--- src/rtl/vga_vsync_gen.sv ---
// Vertical VGA timing: counts line_end pulses into V_count, registers VSYNC/v_display/v_state/frame_start.
// Latency: outputs change on the edge that accepts line_end; V_counter_enable is combinational (enable & line_end).
// Backpressure: none; enable=0 freezes all state. Optional frame counter under `VGA_FRAME_CNT_EN.
module vga_vsync_gen #(
  parameter int V_SYNC  = 2,
  parameter int V_BACK  = 29,
  parameter int V_DISP  = 480,
  parameter int V_FRONT = 10,
  parameter int CNT_W   = 12
) (
  input  logic             clk,
  input  logic             reset,
  input  logic             enable,
  input  logic             line_end,
  output logic [CNT_W-1:0] V_count,
  output logic             V_counter_enable,
  output logic             VSYNC,
  output logic             v_display,
  output logic [1:0]       v_state,
  output logic             frame_start
`ifdef VGA_FRAME_CNT_EN
  ,
  output logic [7:0]       frame_cnt
`endif
);

  localparam int V_TOTAL = V_SYNC + V_BACK + V_DISP + V_FRONT;
  localparam logic [CNT_W-1:0] LAST        = CNT_W'(V_TOTAL - 1);
  localparam logic [CNT_W-1:0] BACK_START  = CNT_W'(V_SYNC);
  localparam logic [CNT_W-1:0] DISP_START  = CNT_W'(V_SYNC + V_BACK);
  localparam logic [CNT_W-1:0] FRONT_START = CNT_W'(V_SYNC + V_BACK + V_DISP);

  typedef enum logic [1:0] {
    ST_SYNC  = 2'd0,
    ST_BACK  = 2'd1,
    ST_DISP  = 2'd2,
    ST_FRONT = 2'd3
  } state_e;

  state_e           state_q, state_d;
  logic [CNT_W-1:0] count_q, count_d;
  logic             vsync_q, vsync_d;
  logic             disp_q, disp_d;
  logic             fs_q, fs_d;
  logic             adv, wrap;

  assign adv  = enable & line_end;
  assign wrap = adv && (count_q == LAST);

  // State and decoded outputs follow the next count so they line up with V_count.
  always_comb begin
    count_d = count_q;
    state_d = state_q;
    if (adv) begin
      count_d = wrap ? '0 : count_q + CNT_W'(1);
      case (state_q)
        ST_SYNC:  if (count_d == BACK_START)  state_d = ST_BACK;
        ST_BACK:  if (count_d == DISP_START)  state_d = ST_DISP;
        ST_DISP:  if (count_d == FRONT_START) state_d = ST_FRONT;
        ST_FRONT: if (count_d == '0)          state_d = ST_SYNC;
        default:                              state_d = ST_SYNC;
      endcase
    end
    vsync_d = (state_d != ST_SYNC);
    disp_d  = (state_d == ST_DISP);
    fs_d    = wrap;
  end

  always_ff @(posedge clk or negedge reset) begin
    if (!reset) begin
      count_q <= '0;
      state_q <= ST_SYNC;
      vsync_q <= 1'b0;
      disp_q  <= 1'b0;
      fs_q    <= 1'b0;
    end else begin
      count_q <= count_d;
      state_q <= state_d;
      vsync_q <= vsync_d;
      disp_q  <= disp_d;
      fs_q    <= fs_d;
    end
  end

  assign V_count          = count_q;
  assign V_counter_enable = adv;
  assign VSYNC            = vsync_q;
  assign v_display        = disp_q;
  assign v_state          = state_q;
  assign frame_start      = fs_q;

`ifdef VGA_FRAME_CNT_EN
  logic [7:0] fcnt_q, fcnt_d;

  always_comb begin
    fcnt_d = wrap ? fcnt_q + 8'd1 : fcnt_q;
  end

  always_ff @(posedge clk or negedge reset) begin
    if (!reset) fcnt_q <= 8'd0;
    else        fcnt_q <= fcnt_d;
  end

  assign frame_cnt = fcnt_q;
`else
  // Frame counter not built in this configuration.
`endif

endmodule

--- config.mk ---
export PLATFORM = sky130hd
export DESIGN_NAME = vga_vsync_gen
export DESIGN_NICKNAME = d
export VERILOG_FILES = /design/src/rtl/vga_vsync_gen.sv
export SDC_FILE = /design/constraint.sdc
export NUM_CORES = 1
export LEC_CHECK = 0
export ABC_AREA = 1
export BUFFER_PORTS_ARGS = -buffer_cell sky130_fd_sc_hd__buf_2
export CORE_UTILIZATION = 40
export DETAILED_ROUTE_END_ITERATION = 10
export GPL_ROUTABILITY_DRIVEN = 1
export SYNTH_ARGS = -nofsm -noshare
export SYNTH_HDL_FRONTEND = slang
export SYNTH_SLANG_ARGS = --single-unit
--- constraint.sdc ---
create_clock -name clk -period 3.1 [get_ports clk]
set_clock_uncertainty 0.2 [all_clocks]
set_input_delay 0.62 -clock clk [delete_from_list [all_inputs] [get_ports clk]]
set_output_delay 0.62 -clock clk [all_outputs]
set_load 0.01 [all_outputs]
==> results.py, run 1 <==
metrics = {
    "layout": {
        "ff_latch_area_um2": 425,
        "fin_area_mm2": 0.00130,
        "antenna-diode-count": 0,
        "layout-drive-gt1-share": 0.173,
        "multi_input_comb_area_um2": 622,
        "layout.filler_cells": 286,
        "layout.nets": 204,
        "area_delta_synth_final_pct": 13.1,
    },
    "worst_setup_path": {
        "cp.required_ps": 3090,
        "critPathMaxFanout": 7,
        "crit_end_category": "register",
        "cp-start-kind": "register",
        "critical_path_class": "register to register",
        "crit_arrival_ps": 2280,
    },
    "grt": {
        "antenna_found_initial": 0,
        "grt_pass1_wl_um": 4590,
        "grt_start_max_net_pins": 27,
        "grt_pass1_vias": 1053,
        "grt-ovfl-total": 0,
        "gr-usage-all-layers": 0.188,
    },
    "cts": {
        "htree_num_levels": 1,
        "number_of_cts_inserted_buffers": 3,
        "postCtsResizedCells": 0,
        "cts_sinks": 17,
        "cts_max_path_buffers": 2,
        "clk_transition_reported_paths_ps": 100,
        "worstSkewPairLatency_ps": 290,
        "cts_hold_buf": 0,
        "cts_setup_buffers": 0,
        "cts_tree": "done",
        "cts-root-buf": "sky130_fd_sc_hd__clkbuf_4",
    },
    "flow_run": {
        "reported_max_cap_violation_count": 0,
    },
    "synthesis": {
        "syn-mean-instance-area_um2": 6.53,
        "synth_area_mm2": 0.00115,
        "postSynthRegisterBits": 17,
        "yosys_warnings": 0,
        "synth_instances": 176,
        "seq_area_frac_synth": 0.370,
        "netlist.area_leader.share": 0.370,
        "ys_types": 20,
        "post-synth-top-area-cell": "sky130_fd_sc_hd__dfrtp_1",
        "net_count_after_synthesis": 182,
        "yosys-top-cells-area": "sky130_fd_sc_hd__dfrtp_1 (37%), sky130_fd_sc_hd__nand2_1 (19%), sky130_fd_sc_hd__nand3_1 (7.4%)",
    },
    "route": {
        "wl_per_cell_um": 11.6,
        "drtPass1Iterations": 4,
        "route.detailed.drc": 0,
        "route.vias.total": 1139,
        "dr.first_iter.drc_count": 37,
        "route.antenna.remaining_nets": 0,
        "drt_wl_total_um": 2640,
        "avgViaCountPerCell": 5.00,
    },
    "floorplan": {
        "io_pins": 22,
        "floorplan.initialDensity": 0.421,
        "die_w_um": 55.6,
        "die-area_mm2": 0.00309,
        "chip_height_um": 55.6,
        "floorplan.rows": 19,
        "fp.coreArea_mm2": 0.00273,
    },
    "placed_design": {
        "final_estimated_routing_congestion_in_global_placement": 0.870,
        "dp.final_hpwl_um": 1990,
        "numPortBuffers": 21,
        "placed_cell_areas_mm2": 0.00127,
    },
    "power": {
        "pwrdens_mw_per_mm2": 715,
        "max-vdd-ir-drop_mv": 0.388,
        "total_power_uw": 929,
        "power.leakage_uw": 0.000666,
    },
    "sta": {
        "rsz0062_at_grt": "no",
        "setup-violations-final": 0,
        "timing_max_transition_violations_final": 0,
        "maxSlewHeadroom": 0.726,
        "fmaxAchievable_mhz": 436,
        "finalSetupTns_ps": 0,
        "report.final.hold_viol_count": 0,
        "final.period_utilization": 0.739,
        "timing_worst_slew_pin_value_ps": 409,
        "period_needed_ps": 2290,
    },
    "worst_hold_path": {
        "hold_path_class": "primary input to asynchronous set/reset pin",
    },
    "status": {
        "run_status": "complete, no violations",
    },
}
registers in the layout, summed over array words and instances, names as in the netlist:
signal and count:
V_count 12, v_display 1, frame_start 1, VSYNC 1, v_state 2
stage by stage:
| stage | hold WS, ps | setup slack (ps) | std cells | utilization |
|---|---|---|---|---|
| finish | 30.6 | 809 | 228 | 0.476 |
| global route | 53.4 | 536 | 228 | 0.476 |
| CTS | 38.9 | 796 | 228 | 0.476 |
| detailed placement | 337 | 669 | 224 | 0.466 |
| global placement | 332 | 737 | 224 | 0.466 |
| floorplan | 124 | 1090 | 176 | - |
where the power goes:
part | internal, uW | switching (uW) | total [uW] | leakage [uW]
sequential | 286 | 97.8 | 383 | 0.000217
clock | 50.1 | 72.5 | 123 | 0.0000150
combinational | 155 | 268 | 423 | 0.000433
per-layer routing:
metal	track usage	wire length (um)	up-vias
met5	0	0	-
met4	0.0857	58	0
met3	0.0302	77	7
met2	0.312	1210	20
met1	0.240	1300	511
li1	-	-	601
cell type report:
cell class                      count  share of cell area
Inverter                           22              0.0635
Multi-Input combinational cell    133               0.478
Timing Repair Buffer               21              0.0808
Sequential cell                    17               0.327
Tap cell                           31              0.0298
Clock buffer                        4              0.0202
placed cells by master, fill, tap and decap left out, drive strengths merged:
cell / netlist / routed
dfrtp: 17 / 17
ha: 2 / 2
nand4: 5 / 5
nor3: 2 / 2
clkbuf: 2 / 4
inv: 21 / 21
a21oi: 3 / 3
o21bai: 2 / 2
nand3: 19 / 19
buf: 2 / 21
o21ai: 15 / 15
nor2: 24 / 24
nand2: 61 / 61
clkinv: 1 / 1
synthesized netlist by cell type:
master,instances
sky130_fd_sc_hd__inv_1,21
sky130_fd_sc_hd__buf_2,1
sky130_fd_sc_hd__nand3_2,2
sky130_fd_sc_hd__clkinv_1,1
sky130_fd_sc_hd__nand2_1,58
sky130_fd_sc_hd__nand4_1,5
sky130_fd_sc_hd__nand2_2,3
sky130_fd_sc_hd__ha_1,2
sky130_fd_sc_hd__clkbuf_1,2
sky130_fd_sc_hd__dfrtp_1,17
sky130_fd_sc_hd__o21bai_1,2
sky130_fd_sc_hd__nor2_2,3
sky130_fd_sc_hd__o21ai_0,15
sky130_fd_sc_hd__nand3_1,17
sky130_fd_sc_hd__nor3_1,2
sky130_fd_sc_hd__a21oi_1,2
sky130_fd_sc_hd__a21oi_2,1
sky130_fd_sc_hd__buf_4,1
sky130_fd_sc_hd__nor2_1,20
sky130_fd_sc_hd__nor2_4,1
worst paths after layout:
path,startpoint,end,slack (ps),depth (start not counted)
worst max register to register,V_count[0]$_DFFE_PN0N_,VSYNC$_DFF_PN0_,810,15
worst max-delay path,V_count[0]$_DFFE_PN0N_,VSYNC$_DFF_PN0_,810,15
worst min-delay path,reset,V_count[11]$_DFFE_PN0N_,30,1
worst min register to register,V_count[11]$_DFFE_PN0N_,V_count[11]$_DFFE_PN0N_,350,2
max in group asynchronous,reset,v_state[1]$_DFF_PN0_,2390,1
min in group clk,V_count[11]$_DFFE_PN0N_,V_count[11]$_DFFE_PN0N_,350,2
cell families (layout without fill, tap and decap cells):
logic type	after synthesis	count (layout)	synth area share
AND/OR/NAND/NOR	111	111	0.424
buffers and inverters	26	47	0.0892
AO/OA/AOI/OAI	20	20	0.0947
flip-flops	17	17	0.370
adder cells (fa/ha/maj)	2	2	0.0218
critical path, stage by stage, from the launching register on:
cell,delay (ps)
sky130_fd_sc_hd__dfrtp_1,440
sky130_fd_sc_hd__inv_1,190
sky130_fd_sc_hd__ha_1,200
sky130_fd_sc_hd__nand3_1,80
sky130_fd_sc_hd__nor2_1,140
sky130_fd_sc_hd__nand2_2,130
sky130_fd_sc_hd__nand3_2,100
sky130_fd_sc_hd__nand2_1,70
sky130_fd_sc_hd__nor2_2,150
sky130_fd_sc_hd__nand2_1,70
sky130_fd_sc_hd__nand2_1,70
sky130_fd_sc_hd__nand2_1,70
sky130_fd_sc_hd__clkinv_1,60
sky130_fd_sc_hd__nand3_2,70
sky130_fd_sc_hd__nand2_1,80
sky130_fd_sc_hd__nand2_1,50
(Power assumes the default switching activity.)
==> run 2: changes to the inputs <==
Clock period 3.1 ns to 2.18 ns, I/O delays scaled along.
==> results.py, run 2 (synthesis results as in run 1) <==
metrics = {
    "status": {
        "run_status": "complete, no violations",
    },
    "floorplan": {
        "floorplan.rows": 19,
        "fp.coreArea_mm2": 0.00273,
        "io_pins": 22,
        "die_w_um": 55.6,
        "chip_height_um": 55.6,
        "floorplan.initialDensity": 0.421,
        "die-area_mm2": 0.00309,
    },
    "route": {
        "wl_per_cell_um": 12.5,
        "avgViaCountPerCell": 5.09,
        "route.detailed.drc": 0,
        "dr.first_iter.drc_count": 43,
        "drtPass1Iterations": 4,
        "route.antenna.remaining_nets": 0,
        "drt_wl_total_um": 3050,
        "route.vias.total": 1241,
    },
    "sta": {
        "timing_max_transition_violations_final": 0,
        "slack_of_the_critical_path_ps": 90.3,
        "maxSlewHeadroom": 0.731,
        "fmaxAchievable_mhz": 479,
        "setup-violations-final": 0,
        "finalSetupTns_ps": 0,
        "period_needed_ps": 2090,
        "rsz0062_at_grt": "yes",
        "final.period_utilization": 0.959,
        "timing_worst_slew_pin_value_ps": 403,
        "report.final.hold_viol_count": 0,
    },
    "worst_setup_path": {
        "crit_end_category": "register",
        "path_buf_inv": 4,
        "crit_arrival_ps": 2080,
        "cp.required_ps": 2180,
        "critPathMaxFanout": 3,
        "critical_path_class": "register to register",
        "crit_path_max_incr_delay_ps": 440,
        "reg2reg_depth": 15,
        "path_depth": 15,
        "path_common_cell": "sky130_fd_sc_hd__nand2_1",
        "critical-path-top-delay-family": "simple AND/OR/NAND/NOR gates",
        "cp-start-kind": "register",
        "chain_of_cells_forming_the_critical_path": "buf_4 > nand3_2 > nor2_2 > nand2_1 > nand2_1 > nand3_4 > buf_4 > nand3_1 > inv_1 > nand3_1 > nand2_1 > clkinv_1 > nand3_2 > nand2_2 > nand2_1",
        "cp_slowest_cell": "sky130_fd_sc_hd__dfrtp_2",
    },
    "placed_design": {
        "pre_cts_slack_ps": -26.7,
        "final_estimated_routing_congestion_in_global_placement": 0.869,
        "dp.final_hpwl_um": 2070,
        "numPortBuffers": 21,
    },
    "layout": {
        "antenna-diode-count": 0,
        "area_delta_synth_final_pct": 35.3,
        "final_cell_mix": "sky130_fd_sc_hd__nand2_1 (51), sky130_fd_sc_hd__buf_2 (21), sky130_fd_sc_hd__inv_1 (18)",
        "largest_register_ff_count": 12,
        "layout-drive-gt1-share": 0.371,
        "most_common_cell_after_layout_fill_and_taps_aside": "sky130_fd_sc_hd__nand2_1",
        "layout.nets": 220,
    },
    "grt": {
        "grt-ovfl-total": 0,
        "grt_pass1_vias": 1085,
        "antenna_found_initial": 0,
        "gr-usage-all-layers": 0.205,
        "grt_start_max_net_pins": 26,
        "grt_pass1_wl_um": 4970,
    },
    "cts": {
        "cts_max_path_buffers": 2,
        "htree_num_levels": 1,
        "cts-root-buf": "sky130_fd_sc_hd__clkbuf_4",
        "worstSkewPairLatency_ps": 290,
        "cts_tree": "done",
        "number_of_cts_inserted_buffers": 3,
        "clk_transition_reported_paths_ps": 110,
        "cts_sinks": 17,
    },
    "power": {
        "max-vdd-ir-drop_mv": 0.716,
        "power.leakage_uw": 0.000766,
        "pwrdens_mw_per_mm2": 989,
    },
    "flow_run": {
        "reported_max_cap_violation_count": 0,
    },
    "worst_hold_path": {
        "hold_path_class": "register to register",
        "worstHoldPathCells": 2,
    },
}
-- run 2: cell types whose count changed in the layout (fill, tap and decap cells not counted), moves of 3 or more --
cell	previous run	this run
sky130_fd_sc_hd__nor2_4	1	4
sky130_fd_sc_hd__dfrtp_2	0	7
sky130_fd_sc_hd__nor2_1	20	16
sky130_fd_sc_hd__nand2_4	0	3
sky130_fd_sc_hd__buf_4	0	15
sky130_fd_sc_hd__inv_1	21	18
sky130_fd_sc_hd__dfrtp_1	17	10
sky130_fd_sc_hd__nand2_1	58	51
sky130_fd_sc_hd__nand3_1	17	14
sky130_fd_sc_hd__nand2_2	3	7
-- run 2: what timing repair did --
action                     in CTS  in global routing
setup buffers                   1                  9
setup endpoints to repair       2                  4
gates resized for setup         2                 39
hold buffers                    1                  0
gates cloned                    0                  0
pin swaps                       1                 11
hold endpoints to repair       17                  0
-- run 2: path summary, 6_finish.rpt --
check / startpoint / end / slack, ps
worst max-delay path: V_count[0]$_DFFE_PN0N_ / VSYNC$_DFF_PN0_ / 90
worst min-delay path: V_count[11]$_DFFE_PN0N_ / V_count[11]$_DFFE_PN0N_ / 350
worst max register to register: V_count[0]$_DFFE_PN0N_ / VSYNC$_DFF_PN0_ / 90
worst min register to register: V_count[11]$_DFFE_PN0N_ / V_count[11]$_DFFE_PN0N_ / 350
max in group asynchronous: reset / V_count[1]$_DFFE_PN0N_ / 1090
min in group asynchronous: reset / V_count[9]$_DFFE_PN0N_ / 390
-- run 2: final cells by class --
| class | count | area, um2 |
|---|---|---|
| clock inverters | 1 | 5.00 |
| flip-flops and latches | 17 | 434 |
| multi-input cells | 133 | 739 |
| well taps | 31 | 38.8 |
| inverters | 22 | 87.6 |
| clock buffers | 3 | 22.5 |
| repair buffers | 37 | 228 |
| fillers | 253 | 1180 |
-- run 2: metrics by stage --
step | total power [uW] | utilization | std cells | instance area [um2] | hold WS [ps]
floorplan | 955 | - | 176 | 1150 | -59.6
global placement | 1170 | 0.480 | 229 | 1310 | 182
detailed placement | 1180 | 0.480 | 229 | 1310 | 189
CTS | 1380 | 0.499 | 235 | 1360 | 348
global route | 1690 | 0.569 | 244 | 1560 | 389
finish | 1540 | 0.569 | 244 | 1560 | 348
-- run 2: per-layer routing --
layer	track usage	part of all wire
met2	0.322	0.49
met1	0.279	0.48
met5	0	0
met4	0.104	0.012
met3	0.0233	0.026
-- run 2: worst reg2reg max path, delay by kind of cell (launching register included) --
family        cells  cell delay [ps]
flops             1              440
simple gates     11              970
buf+inv           4              380
-- run 2: power breakdown --
part / total, uW / leakage, uW / internal (uW) / switching, uW
clock network: 175 / 0.0000177 / 68.3 / 107
logic: 809 / 0.000540 / 335 / 474
registers: 554 / 0.000208 / 415 / 139
